$ cat src/rtl/ir_cmd_sequencer.sv
// ir_cmd_sequencer: validates NEC frames from the IR receiver, maps the command
// byte to a snake direction, queues it in a small FIFO behind a valid/ready
// handshake, and re-arms the receiver by pulsing its reset.
// Optional macro IR_REVERSE_FILTER_EN: reject a direction opposite the last
// pushed one (UP/DOWN, LEFT/RIGHT).
module ir_cmd_sequencer #(
  parameter logic [7:0] ADDR    = 8'h20,
  parameter int         DEPTH   = 4,
  parameter int         RST_CYC = 2,
  parameter int         CLR_TO  = 16
) (
  input  logic        nec_clk,
  input  logic        reset_n,
  input  logic [31:0] word_in,
  output logic        rx_rst_n,
  output logic [1:0]  dir,
  output logic        dir_valid,
  input  logic        dir_ready,
  output logic [7:0]  drop_cnt,
  output logic        stuck
);

  localparam int AW   = $clog2(DEPTH);
  localparam int CMAX = (RST_CYC > CLR_TO) ? RST_CYC : CLR_TO;
  localparam int CW   = $clog2(CMAX + 1);
  localparam logic [CW-1:0] RST_LAST = CW'(RST_CYC - 1);
  localparam logic [CW-1:0] CLR_LAST = CW'(CLR_TO - 1);

  typedef enum logic [1:0] {IDLE, CHECK, RX_RST, WAIT_CLEAR} state_t;

  state_t        state, nxt;
  logic [31:0]   cap;
  logic [CW-1:0] cnt;

  logic          cap_ld, push, drop, cnt_clr, cnt_inc, set_stuck;
  logic [1:0]    cmd_dir;
  logic          cmd_hit, frame_ok, filt_ok;

  // FIFO storage; pointers carry an extra wrap bit
  logic [1:0]    mem [DEPTH];
  logic [AW:0]   wptr, rptr;
  logic          empty, full, pop;

  assign empty     = (wptr == rptr);
  assign full      = (wptr[AW] != rptr[AW]) && (wptr[AW-1:0] == rptr[AW-1:0]);
  assign dir_valid = ~empty;
  assign dir       = mem[rptr[AW-1:0]];
  assign pop       = dir_valid & dir_ready;

  // Command byte to direction; cmd_hit flags a known command
  always_comb begin
    cmd_dir = 2'd0;
    cmd_hit = 1'b1;
    case (cap[15:8])
      8'h6A:   cmd_dir = 2'd0;
      8'hEA:   cmd_dir = 2'd1;
      8'h1A:   cmd_dir = 2'd2;
      8'h9A:   cmd_dir = 2'd3;
      default: cmd_hit = 1'b0;
    endcase
  end

  assign frame_ok = cmd_hit && (cap[23:16] == ~cap[31:24]) &&
                    (cap[7:0] == ~cap[15:8]) && (cap[31:24] == ADDR);

`ifdef IR_REVERSE_FILTER_EN
  logic [1:0] last_dir;
  logic       last_vld;

  // Opposite pairs differ only in bit 0 (UP/DOWN = 0/1, LEFT/RIGHT = 2/3)
  assign filt_ok = ~(last_vld && ((cmd_dir ^ last_dir) == 2'b01));

  // Remember the most recently pushed direction
  always_ff @(posedge nec_clk or negedge reset_n) begin
    if (!reset_n) begin
      last_dir <= 2'd0;
      last_vld <= 1'b0;
    end else if (push) begin
      last_dir <= cmd_dir;
      last_vld <= 1'b1;
    end
  end
`else
  assign filt_ok = 1'b1;
`endif

  // Next-state and per-state control strobes
  always_comb begin
    nxt       = state;
    cap_ld    = 1'b0;
    push      = 1'b0;
    drop      = 1'b0;
    cnt_clr   = 1'b0;
    cnt_inc   = 1'b0;
    set_stuck = 1'b0;
    case (state)
      IDLE: begin
        if (word_in != 32'd0) begin
          cap_ld = 1'b1;
          nxt    = CHECK;
        end
      end
      CHECK: begin
        // full is the pre-edge view: a same-cycle pop does not make room
        if (frame_ok && !full && filt_ok) push = 1'b1;
        else                              drop = 1'b1;
        cnt_clr = 1'b1;
        nxt     = RX_RST;
      end
      RX_RST: begin
        if (cnt == RST_LAST) begin
          cnt_clr = 1'b1;
          nxt     = WAIT_CLEAR;
        end else begin
          cnt_inc = 1'b1;
        end
      end
      WAIT_CLEAR: begin
        if (word_in == 32'd0) begin
          nxt = IDLE;
        end else if (cnt == CLR_LAST) begin
          set_stuck = 1'b1;
          cnt_clr   = 1'b1;
          nxt       = RX_RST;
        end else begin
          cnt_inc = 1'b1;
        end
      end
      default: nxt = IDLE;
    endcase
  end

  // State, capture register, shared cycle counter, sticky and drop counters
  always_ff @(posedge nec_clk or negedge reset_n) begin
    if (!reset_n) begin
      state    <= IDLE;
      cap      <= 32'd0;
      cnt      <= '0;
      stuck    <= 1'b0;
      drop_cnt <= 8'd0;
    end else begin
      state <= nxt;
      if (cap_ld)       cap <= word_in;
      if (cnt_clr)      cnt <= '0;
      else if (cnt_inc) cnt <= cnt + 1'b1;
      if (set_stuck)    stuck <= 1'b1;
      if (drop && drop_cnt != 8'hFF) drop_cnt <= drop_cnt + 8'd1;
    end
  end

  // Receiver reset is low for the cycles following each RX_RST cycle
  always_ff @(posedge nec_clk or negedge reset_n) begin
    if (!reset_n) rx_rst_n <= 1'b0;
    else          rx_rst_n <= (state != RX_RST);
  end

  // FIFO write/read pointers and storage
  always_ff @(posedge nec_clk or negedge reset_n) begin
    if (!reset_n) begin
      wptr <= '0;
      rptr <= '0;
      for (int i = 0; i < DEPTH; i++) mem[i] <= 2'd0;
    end else begin
      if (push) begin
        mem[wptr[AW-1:0]] <= cmd_dir;
        wptr              <= wptr + 1'b1;
      end
      if (pop) rptr <= rptr + 1'b1;
    end
  end

endmodule

$ cat config.mk
export PLATFORM = sky130hd
export DESIGN_NAME = ir_cmd_sequencer
export DESIGN_NICKNAME = d
export VERILOG_FILES = /design/src/rtl/ir_cmd_sequencer.sv
export SDC_FILE = /design/constraint.sdc
export NUM_CORES = 1
export LEC_CHECK = 0
export ABC_AREA = 0
export BUFFER_PORTS_ARGS = -buffer_cell sky130_fd_sc_hd__buf_2
export CORE_MARGIN = 4
export CORE_UTILIZATION = 40
export DETAILED_ROUTE_END_ITERATION = 7
export GPL_ROUTABILITY_DRIVEN = 0
export GPL_TIMING_DRIVEN = 0
export PLACE_DENSITY = 0.66
export SLEW_MARGIN = 20
export SYNTH_ARGS = -nofsm -noshare
export SYNTH_HDL_FRONTEND = slang
export SYNTH_SLANG_ARGS = --single-unit
$ cat constraint.sdc
create_clock -name nec_clk -period 2.19 [get_ports nec_clk]
set_input_delay 0.219 -clock nec_clk [delete_from_list [all_inputs] [get_ports nec_clk]]
set_output_delay 0.219 -clock nec_clk [all_outputs]
set_load 0.1 [all_outputs]
==> impl_metrics.toml <==
[status]
run_status = "finished with violations"
violations = "setup timing"

[grt]
grt_start_max_net_pins = 44
first_global_vias = 2149
gr-usage-all-layers_pct = 14.8
grt_overflow = 0
grt_pass1_wl_mm = 10.2
antenna_found_initial = 0

[final_layout]
seq_area_um2 = 1580
layout.nets = 357
n_fill_cell = 700
multi_input_area_um2 = 1460
layout_commonest_cell = "dfrtp_1"
layout_common_cells = "dfrtp_1 (61), buf_2 (46), mux2_2 (42), nand2_1 (19), xnor2_1 (19)"
diodes = 0
drive_gt1_share_pct = 40.3
area_growth_pct = 25.2

[floorplanning]
io_pins = 48
die_x_um = 94.9
rows = 31
die_y_um = 94.9
initial_utilization_pct = 41.4
core_um2 = 7290
die_area_um2 = 9000

[timing]
max_slew_margin_pct = 60.1
fmax_ghz = 0.449
slew_viol_final = 0
hold_viol_final = 0
tns_ns = -0.0360
post-route-min-period_ns = 2.23
setup_slack_ns = -0.0360
setup_viol = 1
tightest_slew_ns = 0.593
fin_crit_sh_pct = 102
clock_skew_ns = 0.0136
rsz0062_at_grt = "true"

[yosys]
synth-seq-area-share_pct = 52.2
synth_nets = 290
yosys_warnings = 0
synth_area_um2 = 3020
avgSynthCellArea_um2 = 12.3
synth_top_flop_cell = "dfrtp_1"
ys_types = 42
synth_cells = 246
synth_edf_count = 0
synth_seq_cells = 63
synthArstFlopShare_pct = 100

[min_path]
hold_path.class = "primary input to flop"
min_path_cells = 2

[setup_path]
critPathMaxStageDelay_ns = 0.54
startpoint_type = "flop"
crit_fanout = 4
critPathTopFamily = "simple AND/OR/NAND/NOR gates"
critPathKind = "flop to flop"
worstPathRequired_ns = 2.42
ff2ff_path_depth = 5
path_cells = "xnor2_1, or4_1, or4_4, and3_4, mux2_4"
crit_buf_inv = 0
crit_path_end_kind = "flop"
ff2ff_setup_slack_ns = -0.04
worstSetupPathDepth = 5
crit_slowest_cell = "or4_4"
crit_arrival_ns = 2.45

[drt]
wire_per_inst_um = 14.5
vias = 2067
antenna_left = 0
drt_pass1_iterations = 5
drtIter0Drc = 56
drc_errors = 0
wl_mm = 6.05
viasPerCell = 4.96

[placement]
place.port_buffers = 47
place_ws_ns = -0.496
dp_hpwl_mm = 4.43

[power]
p_leak_nw = 1.67
ir_drop_mv = 0.362
p_per_area_nw_per_um2 = 696
power_mw = 2.63

[cts]
htreeDepth = 3
cts_made_buffers = 9
cts.sinks = 63
path_clk_slew_ns = 0.08
cts_root_buf = "clkbuf_8"
cts_buffer_depth = 2
cts_tree = "yes"
clkLatencyLatePin_ns = 0.33

[job]
cap_violations = 0
[final cells by class]
cell class | instances | area share, %
tap | 99 | 3.28
clock buffer | 11 | 4.01
clock inverter | 5 | 2.75
inverter | 6 | 0.596
buffer | 4 | 0.397
sequential | 63 | 41.8
timing repair buffer | 57 | 8.68
multi-input combinational | 172 | 38.5
[Yosys cell counts, drive strengths merged, types with 2 or more instances]
library cell / instances / share of area (%)
dfrtp: 63 / 52
and3: 3 / 0.79
clkbuf: 4 / 0.50
or4: 2 / 0.50
inv: 6 / 0.75
mux4: 2 / 1.5
mux2: 43 / 16
nor2: 9 / 1.1
nor4: 13 / 2.9
nand2b: 3 / 0.62
ha: 9 / 3.7
o31ai: 2 / 0.50
nand2: 19 / 2.4
o22ai: 2 / 0.41
xor2: 3 / 0.87
nor3: 3 / 0.50
o21ai: 3 / 0.50
nand3: 8 / 1.3
or3: 2 / 0.41
xnor2: 20 / 5.8
nand3b: 2 / 0.50
a21oi: 6 / 1.1
and2: 3 / 0.62
nand4: 2 / 0.41
[report_power, final]
part | internal, mW | switching, mW | leakage, nW
sequential | 1.19 | 0.0224 | 0.788
combinational | 0.0759 | 0.0675 | 0.757
clock | 0.819 | 0.452 | 0.130
total | 2.09 | 0.542 | 1.67
[cell families (layout without fill, tap and decap cells)]
kind of cell | count (synthesis) | in the layout | share of synthesized area (%)
AOI/OAI and AO/OA | 18 | 18 | 3.85
buffers and inverters | 11 | 83 | 1.41
muxes | 46 | 46 | 18.0
xor gates and xnor gates | 23 | 23 | 6.67
adders and majority gates | 9 | 9 | 3.73
DFF | 63 | 63 | 52.2
and+or+nand+nor | 76 | 76 | 14.1
[worst reg2reg max path: cells and delay by family (launching register included)]
family,cells,cell delay (ns)
DFF,1,0.42
and+or+nand+nor,3,1.26
xor gates and xnor gates,1,0.15
muxes,1,0.29
[state kept, by name, indices dropped and copies added, names as in the netlist]
register and count:
cap 32, cnt 5, drop_cnt 8, mem 8, rptr 3, rx_rst_n 1, state 2, stuck 1
wptr 3
[path summary, 6_finish.rpt]
path | from | endpoint
min in group asynchronous | reset_n | cap[14]$_DFFE_PN0P_
worst min register to register | stuck$_DFFE_PN0P_ | stuck$_DFFE_PN0P_
worst max register to register | cap[27]$_DFFE_PN0P_ | drop_cnt[1]$_DFFE_PN0P_
max in group asynchronous | reset_n | rptr[1]$_DFFE_PN0P_
worst max-delay path | cap[27]$_DFFE_PN0P_ | drop_cnt[1]$_DFFE_PN0P_
worst min-delay path | word_in[29] | cap[29]$_DFFE_PN0P_
[per-layer routing]
layer | share of wire, % | wire, um | track usage [%]
met5 | 0 | 0 | 0
met2 | 47 | 2850 | 23.1
met3 | 3.6 | 217 | 3.03
met1 | 48 | 2910 | 19.9
met4 | 1.1 | 68 | 6.49
[stage by stage]
step                util, %  hold WS (ns)  instances  area, um2
global placement       46.4         0.469        392       3390
global route           51.8         0.114        417       3780
detailed placement     46.8         0.121        393       3410
CTS                    51.1         0.108        412       3720
finish                 51.8         0.125        417       3780
floorplan                 -       -0.0766        246       3030
[what timing repair did]
action,in CTS,in global routing
gates resized for setup,6,3
pin swaps,0,4
endpoints found under the hold margin,20,0
hold buffers,1,0
endpoints found under the setup margin,40,15
buffers inserted,3,5
Power figures use the tool's default switching activity.
